[src/rtl/dmem_arbiter.sv]
// dmem_arbiter: one data-memory access per cycle, host first, with a bounded-wait
// override for the pipeline; memory ports registered, reads returned with owner tags.
module dmem_arbiter #(
  parameter int unsigned PIPE_WAIT_MAX = 4
) (
  input  logic        clk,
  input  logic        reset,
  input  logic        write_to_dmem,
  input  logic        read_req_dmem,
  input  logic [7:0]  addr_dmem_host,
  input  logic [31:0] data_dmem_host,
  input  logic        pipeline_we,
  input  logic        pipeline_re,
  input  logic [31:0] pipeline_addr,
  input  logic [31:0] pipeline_data,
  output logic        pipeline_stall,
  output logic [63:0] pipeline_rdata,
  output logic        pipeline_rvalid,
  output logic [63:0] host_rdata,
  output logic        host_ack,
  output logic        host_busy,
  output logic        host_err,
  output logic [15:0] stall_cnt,
  output logic [7:0]  mem_addra,
  output logic [63:0] mem_dina,
  output logic        mem_wea,
  output logic [7:0]  mem_addrb,
  input  logic [63:0] mem_doutb
);

  localparam logic [3:0] WAIT_MAX = 4'(PIPE_WAIT_MAX);
  localparam logic OWN_HOST = 1'b0;
  localparam logic OWN_PIPE = 1'b1;

  logic        hold_v_q, hold_v_d, hold_we_q, hold_we_d;
  logic [7:0]  hold_addr_q, hold_addr_d;
  logic [31:0] hold_data_q, hold_data_d;
  logic [3:0]  wait_cnt_q, wait_cnt_d;
  logic [15:0] stall_cnt_q, stall_cnt_d;
  logic        s1_v_q, s1_v_d, s1_own_q, s1_own_d, s1_rd_q, s1_rd_d;
  logic        s2_v_q, s2_v_d, s2_own_q, s2_own_d, s2_rd_q, s2_rd_d;
  logic        err_q, err_d;
  logic [7:0]  mem_addr_q, mem_addr_d;
  logic [63:0] mem_din_q, mem_din_d;
  logic        mem_we_q, mem_we_d;
  logic [63:0] host_rdata_q, host_rdata_d, pipe_rdata_q, pipe_rdata_d;
  logic        host_ack_q, host_ack_d, pipe_rvalid_q, pipe_rvalid_d;

  logic        busy, pulse_any, pulse_ok, pipe_req, force_pipe;
  logic        host_grant, pipe_grant, stall;
  logic        g_we;
  logic [7:0]  g_addr;
  logic [31:0] g_data;
  logic        addr_hi_unused;

  assign addr_hi_unused = ^pipeline_addr[31:8];

  always_comb begin
    busy = hold_v_q | (s1_v_q & s1_rd_q & (s1_own_q == OWN_HOST))
                    | (s2_v_q & s2_rd_q & (s2_own_q == OWN_HOST));
    pulse_any  = write_to_dmem | read_req_dmem;
    pulse_ok   = pulse_any & ~busy;
    pipe_req   = pipeline_we | pipeline_re;
    force_pipe = pipe_req & (wait_cnt_q >= WAIT_MAX);
    host_grant = ~force_pipe & (hold_v_q | pulse_ok);
    pipe_grant = pipe_req & ~host_grant;
    stall      = pipe_req & ~pipe_grant;

    g_we   = pipeline_we;
    g_addr = pipeline_addr[7:0];
    g_data = pipeline_data;
    if (host_grant && hold_v_q) begin
      g_we   = hold_we_q;
      g_addr = hold_addr_q;
      g_data = hold_data_q;
    end else if (host_grant) begin
      g_we   = write_to_dmem;
      g_addr = addr_dmem_host;
      g_data = data_dmem_host;
    end

    hold_v_d    = hold_v_q & ~host_grant;
    hold_we_d   = hold_we_q;
    hold_addr_d = hold_addr_q;
    hold_data_d = hold_data_q;
    // Pipeline overrides the host this cycle: park the live pulse instead of losing it.
    if (force_pipe && pulse_ok) begin
      hold_v_d    = 1'b1;
      hold_we_d   = write_to_dmem;
      hold_addr_d = addr_dmem_host;
      hold_data_d = data_dmem_host;
    end

    err_d = err_q | (pulse_any & busy) | (write_to_dmem & read_req_dmem);

    wait_cnt_d  = stall ? ((wait_cnt_q == 4'hF) ? wait_cnt_q : wait_cnt_q + 4'd1) : 4'd0;
    stall_cnt_d = (stall && stall_cnt_q != 16'hFFFF) ? stall_cnt_q + 16'd1 : stall_cnt_q;

    mem_addr_d = mem_addr_q;
    mem_din_d  = mem_din_q;
    mem_we_d   = 1'b0;
    if (host_grant || pipe_grant) begin
      mem_addr_d = g_addr;
      mem_we_d   = g_we;
      if (g_we) mem_din_d = {32'b0, g_data};
    end

    s1_v_d   = (host_grant | pipe_grant) & ~g_we;
    s1_own_d = pipe_grant ? OWN_PIPE : OWN_HOST;
    s1_rd_d  = ~g_we;
    s2_v_d   = s1_v_q;
    s2_own_d = s1_own_q;
    s2_rd_d  = s1_rd_q;

    host_ack_d    = (host_grant & g_we) | (s2_v_q & s2_rd_q & (s2_own_q == OWN_HOST));
    pipe_rvalid_d = s2_v_q & s2_rd_q & (s2_own_q == OWN_PIPE);
    host_rdata_d  = (s2_v_q & s2_rd_q & (s2_own_q == OWN_HOST)) ? mem_doutb : host_rdata_q;
    pipe_rdata_d  = pipe_rvalid_d ? mem_doutb : pipe_rdata_q;
  end

  always_ff @(posedge clk) begin
    if (reset) begin
      hold_v_q <= 1'b0; hold_we_q <= 1'b0; hold_addr_q <= '0; hold_data_q <= '0;
      wait_cnt_q <= '0; stall_cnt_q <= '0; err_q <= 1'b0;
      s1_v_q <= 1'b0; s1_own_q <= 1'b0; s1_rd_q <= 1'b0;
      s2_v_q <= 1'b0; s2_own_q <= 1'b0; s2_rd_q <= 1'b0;
      mem_addr_q <= '0; mem_din_q <= '0; mem_we_q <= 1'b0;
      host_rdata_q <= '0; pipe_rdata_q <= '0; host_ack_q <= 1'b0; pipe_rvalid_q <= 1'b0;
    end else begin
      hold_v_q <= hold_v_d; hold_we_q <= hold_we_d;
      hold_addr_q <= hold_addr_d; hold_data_q <= hold_data_d;
      wait_cnt_q <= wait_cnt_d; stall_cnt_q <= stall_cnt_d; err_q <= err_d;
      s1_v_q <= s1_v_d; s1_own_q <= s1_own_d; s1_rd_q <= s1_rd_d;
      s2_v_q <= s2_v_d; s2_own_q <= s2_own_d; s2_rd_q <= s2_rd_d;
      mem_addr_q <= mem_addr_d; mem_din_q <= mem_din_d; mem_we_q <= mem_we_d;
      host_rdata_q <= host_rdata_d; pipe_rdata_q <= pipe_rdata_d;
      host_ack_q <= host_ack_d; pipe_rvalid_q <= pipe_rvalid_d;
    end
  end

  assign pipeline_stall  = stall & ~reset;
  assign pipeline_rdata  = pipe_rdata_q;
  assign pipeline_rvalid = pipe_rvalid_q;
  assign host_rdata      = host_rdata_q;
  assign host_ack        = host_ack_q;
  assign host_busy       = busy;
  assign host_err        = err_q;
  assign stall_cnt       = stall_cnt_q;
  assign mem_addra       = mem_addr_q;
  assign mem_addrb       = mem_addr_q;
  assign mem_dina        = mem_din_q;
  assign mem_wea         = mem_we_q;

endmodule

[config.mk]
export PLATFORM = sky130hd
export DESIGN_NAME = dmem_arbiter
export DESIGN_NICKNAME = d
export VERILOG_FILES = /design/src/rtl/dmem_arbiter.sv
export SDC_FILE = /design/constraint.sdc
export NUM_CORES = 1
export LEC_CHECK = 0
export ABC_AREA = 1
export ABC_CLOCK_PERIOD_IN_PS = 2200
export BUFFER_PORTS_ARGS = -buffer_cell sky130_fd_sc_hd__clkbuf_2
export CAP_MARGIN = 20
export CORE_AREA = 2 2 156 158
export DETAILED_ROUTE_END_ITERATION = 8
export DIE_AREA = 0 0 158 160
export GPL_ROUTABILITY_DRIVEN = 1
export PLACE_DENSITY = 0.83
export SYNTH_ARGS = -nofsm -noshare
export SYNTH_HDL_FRONTEND = slang
export SYNTH_SLANG_ARGS = --single-unit
[constraint.sdc]
create_clock -name clk -period 2.2 [get_ports clk]
set_input_delay 0.44 -clock clk [delete_from_list [all_inputs] [get_ports clk]]
set_output_delay 0.44 -clock clk [all_outputs]
set_load 0.005 [all_outputs]
; ---- Word-level counts from Yosys, hierarchy flattened
; Index checks and enable logic that the tools add are counted.
[totals]
wordCells = 75
register_bits = 240
in_bits = 174
output_inout_bits = 230
[classes]
n_addsub = 2
reduce_logical = 7
n_bitwise = 35
n_eq_ne = 2
order_cmp = 1
mux = 8
[ops]
columns = op, count
row1 = 2-to-1 mux 32 bit, 2
row2 = adder 16 x 1 -> 16 bit (second input constant), 1
row3 = AND 1 bit, 16
row4 = 2-to-1 mux 8 bit, 2
row5 = inequality test 16 bit (second input constant), 1
row6 = NOT 1 bit, 10
row7 = OR 1 bit, 9
row8 = adder 4 x 1 -> 4 bit (second input constant), 1
row9 = == test 4 bit (second input constant), 1
row10 = greater-or-equal comparator 4 x 3 -> 1 bit (second input constant), 1
row11 = 2-to-1 mux 1 bit, 4
row12 = OR reduction 2 bit, 2
row13 = logical AND 1 bit, 3
row14 = AND reduction 2 bit, 1
row15 = logical OR 1 bit, 1

; ---- Longest topological paths before layout
[depth]
ltp_word = 14
mapped_depth = 13
depth_no_buf = 11

; ---- Worst setup path before layout
; Ideal clock, no wire load.
[synth_timing]
path_type = input-to-output
startpoint = input port reset
endpoint = output port pipeline_stall
slack_ns = 0.593
t_required_ns = 1.760
n_path_buf = 2
t_arrival_ns = 1.167
cell_stages = 5
path_cell_list = inv_1 -> clkbuf_1 -> clkbuf_1 -> nand2_1 -> inv_1
[synth_between]
elab_chain_cells = 2
[synth_rtl]
columns = element, line_no
row1 = from (decl), 7  ; input logic reset,
row2 = NOT 1 bit, 141  ; assign pipeline_stall = stall & ~reset;
row3 = AND 1 bit, 141
row4 = to (decl), 16  ; output logic pipeline_stall,
; No other way between the ends.

; ---- Final worst setup path
[layout_timing]
startpoint = register s2_own_q
endpoint = output port pipeline_stall
[layout_between]
elab_chain_cells = 12
[layout_rtl]
columns = element, line_no
row1 = from (decl), 41  ; logic s2_v_q, s2_v_d, s2_own_q, s2_own_d, s2_rd_q, s2_rd_d;
row2 = from (signal assigned), 134  ; s2_v_q <= s2_v_d; s2_own_q <= s2_own_d; s2_rd_q <= s2_rd_d;
row3 = NOT 1 bit, 60  ; | (s2_v_q & s2_rd_q & (s2_own_q == OWN_HOST));
row4 = AND 1 bit, 60
row5 = OR 1 bit, 60
row6 = NOT 1 bit, 62  ; pulse_ok = pulse_any & ~busy;
row7 = AND 1 bit, 62
row8 = OR 1 bit, 65  ; host_grant = ~force_pipe & (hold_v_q | pulse_ok);
row9 = AND 1 bit, 65
row10 = NOT 1 bit, 66  ; pipe_grant = pipe_req & ~host_grant;
row11 = AND 1 bit, 66
row12 = NOT 1 bit, 67  ; stall = pipe_req & ~pipe_grant;
row13 = AND 1 bit, 67
row14 = AND 1 bit, 141
; No other way between the ends.

==> impl_results.html <==
<table>
<tr><th>Metric</th><th>Value</th></tr>
<tr><th colspan="2">Route</th></tr>
<tr><td>TritonRoute pass-1 iters</td><td>5</td></tr>
<tr><td>Via-per-instance ratio</td><td>4.859</td></tr>
<tr><td>Via count</td><td>9,966</td></tr>
<tr><td>DRT iter0 DRCs</td><td>751</td></tr>
<tr><td>Remaining antenna violation count</td><td>0</td></tr>
<tr><td>Post-detailed-route wirelength per cell</td><td>13.55 um</td></tr>
<tr><td>Wirelength, routed</td><td>27.80 mm</td></tr>
<tr><td>Residual DRC count</td><td>0</td></tr>
<tr><th colspan="2">STA</th></tr>
<tr><td>Count of pins over their slew limit</td><td>0</td></tr>
<tr><td>Period utilisation layout</td><td>94.68%</td></tr>
<tr><td>Achievable clock frequency</td><td>0.4801 GHz</td></tr>
<tr><td>Slew @ Worst Pin</td><td>0.6134 ns</td></tr>
<tr><td>Clock tree skew after final layout</td><td>0.01803 ns</td></tr>
<tr><td>Worst hold slack</td><td>0.1949 ns</td></tr>
<tr><td>Final Hold Vio Count</td><td>0</td></tr>
<tr><td>Setup-violating endpoint count in the final report</td><td>0</td></tr>
<tr><td>Final critical delay including setup and external delays</td><td>2.083 ns</td></tr>
<tr><td>Unrepaired setup endpoints after global routing</td><td>no</td></tr>
<tr><td>Remaining max-slew budget at the tightest pin</td><td>around three fifths</td></tr>
<tr><td>Fin Setup TNS</td><td>0 ns</td></tr>
<tr><th colspan="2">Global routing</th></tr>
<tr><td>Initial antenna violation count</td><td>0</td></tr>
<tr><td>Number of global-route vias before repair</td><td>9,266</td></tr>
<tr><td>Grt ovf</td><td>0</td></tr>
<tr><td>Pin count of the biggest net entering global routing</td><td>102</td></tr>
<tr><td>Wire length of the first global-routing pass</td><td>43.71 mm</td></tr>
<tr><td>Tot GR Track Use</td><td>20.74%</td></tr>
<tr><th colspan="2">Power</th></tr>
<tr><td>Sum of internal, switching and leakage power</td><td>10.37 mW</td></tr>
<tr><td>P_leak</td><td>5.982 nW</td></tr>
<tr><td>Pwr per Cell Area</td><td>approximately 800 nW/um^2</td></tr>
<tr><td>Worst vdd ir</td><td>0.5826 mV</td></tr>
<tr><th colspan="2">Layout</th></tr>
<tr><td>Diode insertion count for antenna repair</td><td>0</td></tr>
<tr><td>Final std cell area, no fill</td><td>12,940 um^2</td></tr>
<tr><td>Layout cell share with drive strength beyond 1</td><td>25.77%</td></tr>
<tr><td>Area growth from synthesis to final layout</td><td>28.21%</td></tr>
<tr><td>Count of non-filler cells in the finished layout</td><td>2,051</td></tr>
<tr><td>Top library cells by usage in the layout, fill and taps aside</td><td>347 x sky130_fd_sc_hd__clkbuf_2, 238 x sky130_fd_sc_hd__dfxtp_1, 219 x sky130_fd_sc_hd__nor2_1, 207 x sky130_fd_sc_hd__nand2_1, 188 x sky130_fd_sc_hd__o21ai_0</td></tr>
<tr><td>Total area of multi-input combinational cells</td><td>4161 um^2</td></tr>
<tr><td>Number of nets in the layout</td><td>1,887</td></tr>
<tr><td>Most common cell after layout, fill and taps aside</td><td>sky130_fd_sc_hd__clkbuf_2</td></tr>
<tr><td>Total area of sequential cells</td><td>between 4000 and 5000 um^2</td></tr>
<tr><td>Fillers</td><td>about 2,200</td></tr>
<tr><th colspan="2">Synthesis</th></tr>
<tr><td>Cell count after synthesis</td><td>1,404</td></tr>
<tr><td>Count of flip-flops with a built-in enable after synthesis</td><td>0</td></tr>
<tr><td>Syn. warnings</td><td>0</td></tr>
<tr><td>Async set-or-reset flop fraction in the synthesized netlist</td><td>0%</td></tr>
<tr><td>Avg Inst Size Synth</td><td>7.186 um^2</td></tr>
<tr><td>Post-synth design cell area</td><td>10,090 um^2</td></tr>
<tr><td>Most common flop cell mapped by yosys</td><td>sky130_fd_sc_hd__dfxtp_1</td></tr>
<tr><td>Post-synthesis register bit count</td><td>240</td></tr>
<tr><td>Post-synthesis sequential area ratio</td><td>47.62%</td></tr>
<tr><td>Number of distinct library cell variants in the gate-level netlist after synthesis</td><td>32</td></tr>
<tr><th colspan="2">Critical path</th></tr>
<tr><td>Crit-path max FO</td><td>8</td></tr>
<tr><td>FF-to-FF Start</td><td>wait_cnt_q[2]</td></tr>
<tr><td>Worst setup path category</td><td>register to output port</td></tr>
<tr><td>Category of the worst setup path launch point</td><td>register</td></tr>
<tr><td>Crit end category</td><td>output port</td></tr>
<tr><td>Required time at the worst-slack endpoint</td><td>around 1.8 ns</td></tr>
<tr><td>Critical R2R Capture</td><td>hold_data_q[4]</td></tr>
<tr><td>R2r worst-path depth</td><td>8</td></tr>
<tr><td>Setup slack, reg-to-reg</td><td>0.33 ns</td></tr>
<tr><td>Arrival time reported for the critical path endpoint</td><td>1.64 ns</td></tr>
<tr><th colspan="2">CTS</th></tr>
<tr><td>Clock root buffer</td><td>sky130_fd_sc_hd__clkbuf_16</td></tr>
<tr><td>Total CTS buffers</td><td>25</td></tr>
<tr><td>Htree depth</td><td>1</td></tr>
<tr><td>Number of buffers on the longest clock path</td><td>3</td></tr>
<tr><td>CTS clock-pin slew for the worst setup and hold paths</td><td>0.06 ns</td></tr>
<tr><td>Clock Latency Late Sink</td><td>a little over 0.5 ns</td></tr>
<tr><td>CTS tree</td><td>yes</td></tr>
<tr><td>TritonCTS Sinks</td><td>between 200 and 250</td></tr>
<tr><th colspan="2">Hold path</th></tr>
<tr><td>Class of the most critical hold timing path</td><td>primary input to register</td></tr>
<tr><td>Hold wc startpoint</td><td>mem_doutb[0]</td></tr>
<tr><td>Hold worst-path end</td><td>host_rdata[0]</td></tr>
<tr><td>Worst Hold Path Cells</td><td>3</td></tr>
<tr><th colspan="2">Die</th></tr>
<tr><td>Starting density of the core</td><td>42.36%</td></tr>
<tr><td>DIE HEIGHT</td><td>approximately 160 um</td></tr>
<tr><td>Placeable Area</td><td>23,820 um^2</td></tr>
<tr><td>Std cell rows</td><td>57</td></tr>
<tr><td>DIE AREA</td><td>25,280 um^2</td></tr>
<tr><td>Boundary pin count</td><td>just over 400</td></tr>
<tr><td>Die width</td><td>158 um</td></tr>
<tr><th colspan="2">Place</th></tr>
<tr><td>Number of placed cells counting well taps</td><td>~2,000</td></tr>
<tr><td>Post-placement cell area</td><td>11,980 um^2</td></tr>
<tr><td>Final GP Congestion</td><td>0.8950</td></tr>
<tr><td>DP Wirelength</td><td>between 15 and 20 mm</td></tr>
<tr><td>Port buffer count</td><td>around 350</td></tr>
<tr><th colspan="2">Flow run</th></tr>
<tr><td>Max-cap violations</td><td>0</td></tr>
<tr><th colspan="2">Run status</th></tr>
<tr><td>Outcome</td><td>complete, no violations</td></tr>
</table>
-- routing by layer --
metal / vias to the layer above / wire (um) / global-route usage (%)
li1: 5014 / - / -
met4: 0 / 1175 / 9.132
met1: 4478 / 10980 / 23.80
met5: - / 0 / 0
met3: 76 / 2328 / 4.478
met2: 398 / 13320 / 36.72
-- worst max-delay path, cell delays in order, from the launching register on --
cell and delay [ns]:
sky130_fd_sc_hd__dfxtp_2 0.32, sky130_fd_sc_hd__inv_1 0.06, sky130_fd_sc_hd__nand3_4 0.11, sky130_fd_sc_hd__nand4_4 0.10, sky130_fd_sc_hd__nand2_4 0.11, sky130_fd_sc_hd__nand2_8 0.08, sky130_fd_sc_hd__nor2_4 0.10, sky130_fd_sc_hd__nand2_2 0.08
sky130_fd_sc_hd__inv_1 0.07, sky130_fd_sc_hd__clkbuf_2 0.11
-- Yosys cell counts, types with 5 or more instances --
library cell | n | area, um^2
sky130_fd_sc_hd__a21oi_1 | 131 | 655.6
sky130_fd_sc_hd__buf_1 | 5 | 18.77
sky130_fd_sc_hd__buf_2 | 21 | 105.1
sky130_fd_sc_hd__buf_4 | 42 | 315.3
sky130_fd_sc_hd__buf_6 | 5 | 56.30
sky130_fd_sc_hd__clkbuf_1 | 55 | 206.5
sky130_fd_sc_hd__dfxtp_1 | 240 | 4805
sky130_fd_sc_hd__inv_1 | 147 | 551.8
sky130_fd_sc_hd__inv_2 | 6 | 22.52
sky130_fd_sc_hd__nand2_1 | 208 | 780.8
sky130_fd_sc_hd__nand3_1 | 85 | 425.4
sky130_fd_sc_hd__nor2_1 | 220 | 825.8
sky130_fd_sc_hd__nor3_1 | 10 | 50.05
sky130_fd_sc_hd__o211ai_1 | 8 | 60.06
sky130_fd_sc_hd__o21ai_0 | 188 | 940.9
-- metrics by stage --
| step | setup WS [ns] | utilization (%) |
|---|---|---|
| after floorplan | 0.5931 | - |
| final | 0.1169 | 54.31 |
| after CTS | 0.01080 | 54.10 |
| after global routing | 0.01333 | 54.31 |
| after global placement | 0.2401 | 50.29 |
| after detailed placement | 0.1500 | 50.29 |
-- worst max path at each step --
stage / start / to / slack [ns] / depth (start not counted)
6_report: s2_own_q / pipeline_stall / 0.12 / 9
5_1_grt: s2_own_q / pipeline_stall / 0.01 / 9
4_1_cts: s2_own_q / pipeline_stall / 0.01 / 9
3_5_place_dp: pipeline_we / hold_addr_q[7] / 0.15 / 9
3_3_place_gp: pipeline_we / hold_data_q[16] / 0.24 / 9
2_1_floorplan: reset / pipeline_stall / 0.59 / 5
-- repair_timing --
action,CTS,global route
pin swaps,3,4
hold buffers,0,0
resized for setup,5,4
endpoints found under the setup margin,1,1
cloned,0,0
buffers inserted,3,5
-- final cells by class --
| cell class | count | area share [%] |
|---|---|---|
| clock buffers | 37 | 5.958 |
| clock inverters | 6 | 0.6577 |
| inverters | 153 | 4.478 |
| multi-input cells | 912 | 32.17 |
| flip-flops and latches | 240 | 37.16 |
| well taps | 324 | 3.134 |
| repair buffers | 379 | 16.44 |
-- cells by family after synthesis --
| kind of cell | count (synthesis) | synth area share [%] |
|---|---|---|
| XOR/XNOR | 7 | 0.6077 |
| AND/OR/NAND/NOR | 539 | 22.02 |
| adder cells (fa/ha/maj) | 2 | 0.2480 |
| buffers and inverters | 284 | 12.80 |
| flip-flops | 240 | 47.62 |
| other | 1 | 0.03717 |
| AO/OA/AOI/OAI | 331 | 16.67 |
-- flip-flops by register name, indices dropped and copies added (netlist names), 4 cells and up --
signal and count:
hold_addr_q 8, stall_cnt 16, wait_cnt_q 4, mem_dina 32, mem_addra 8, pipeline_rdata 64
hold_data_q 32, host_rdata 64
-- power breakdown --
group	switching, mW	internal (mW)	leakage [nW]
clock	1.70	2.64	0.419
combinational	0.798	0.552	3.61
sequential	0.109	4.57	1.96
Note: power is estimated with default switching activity, not from simulation.
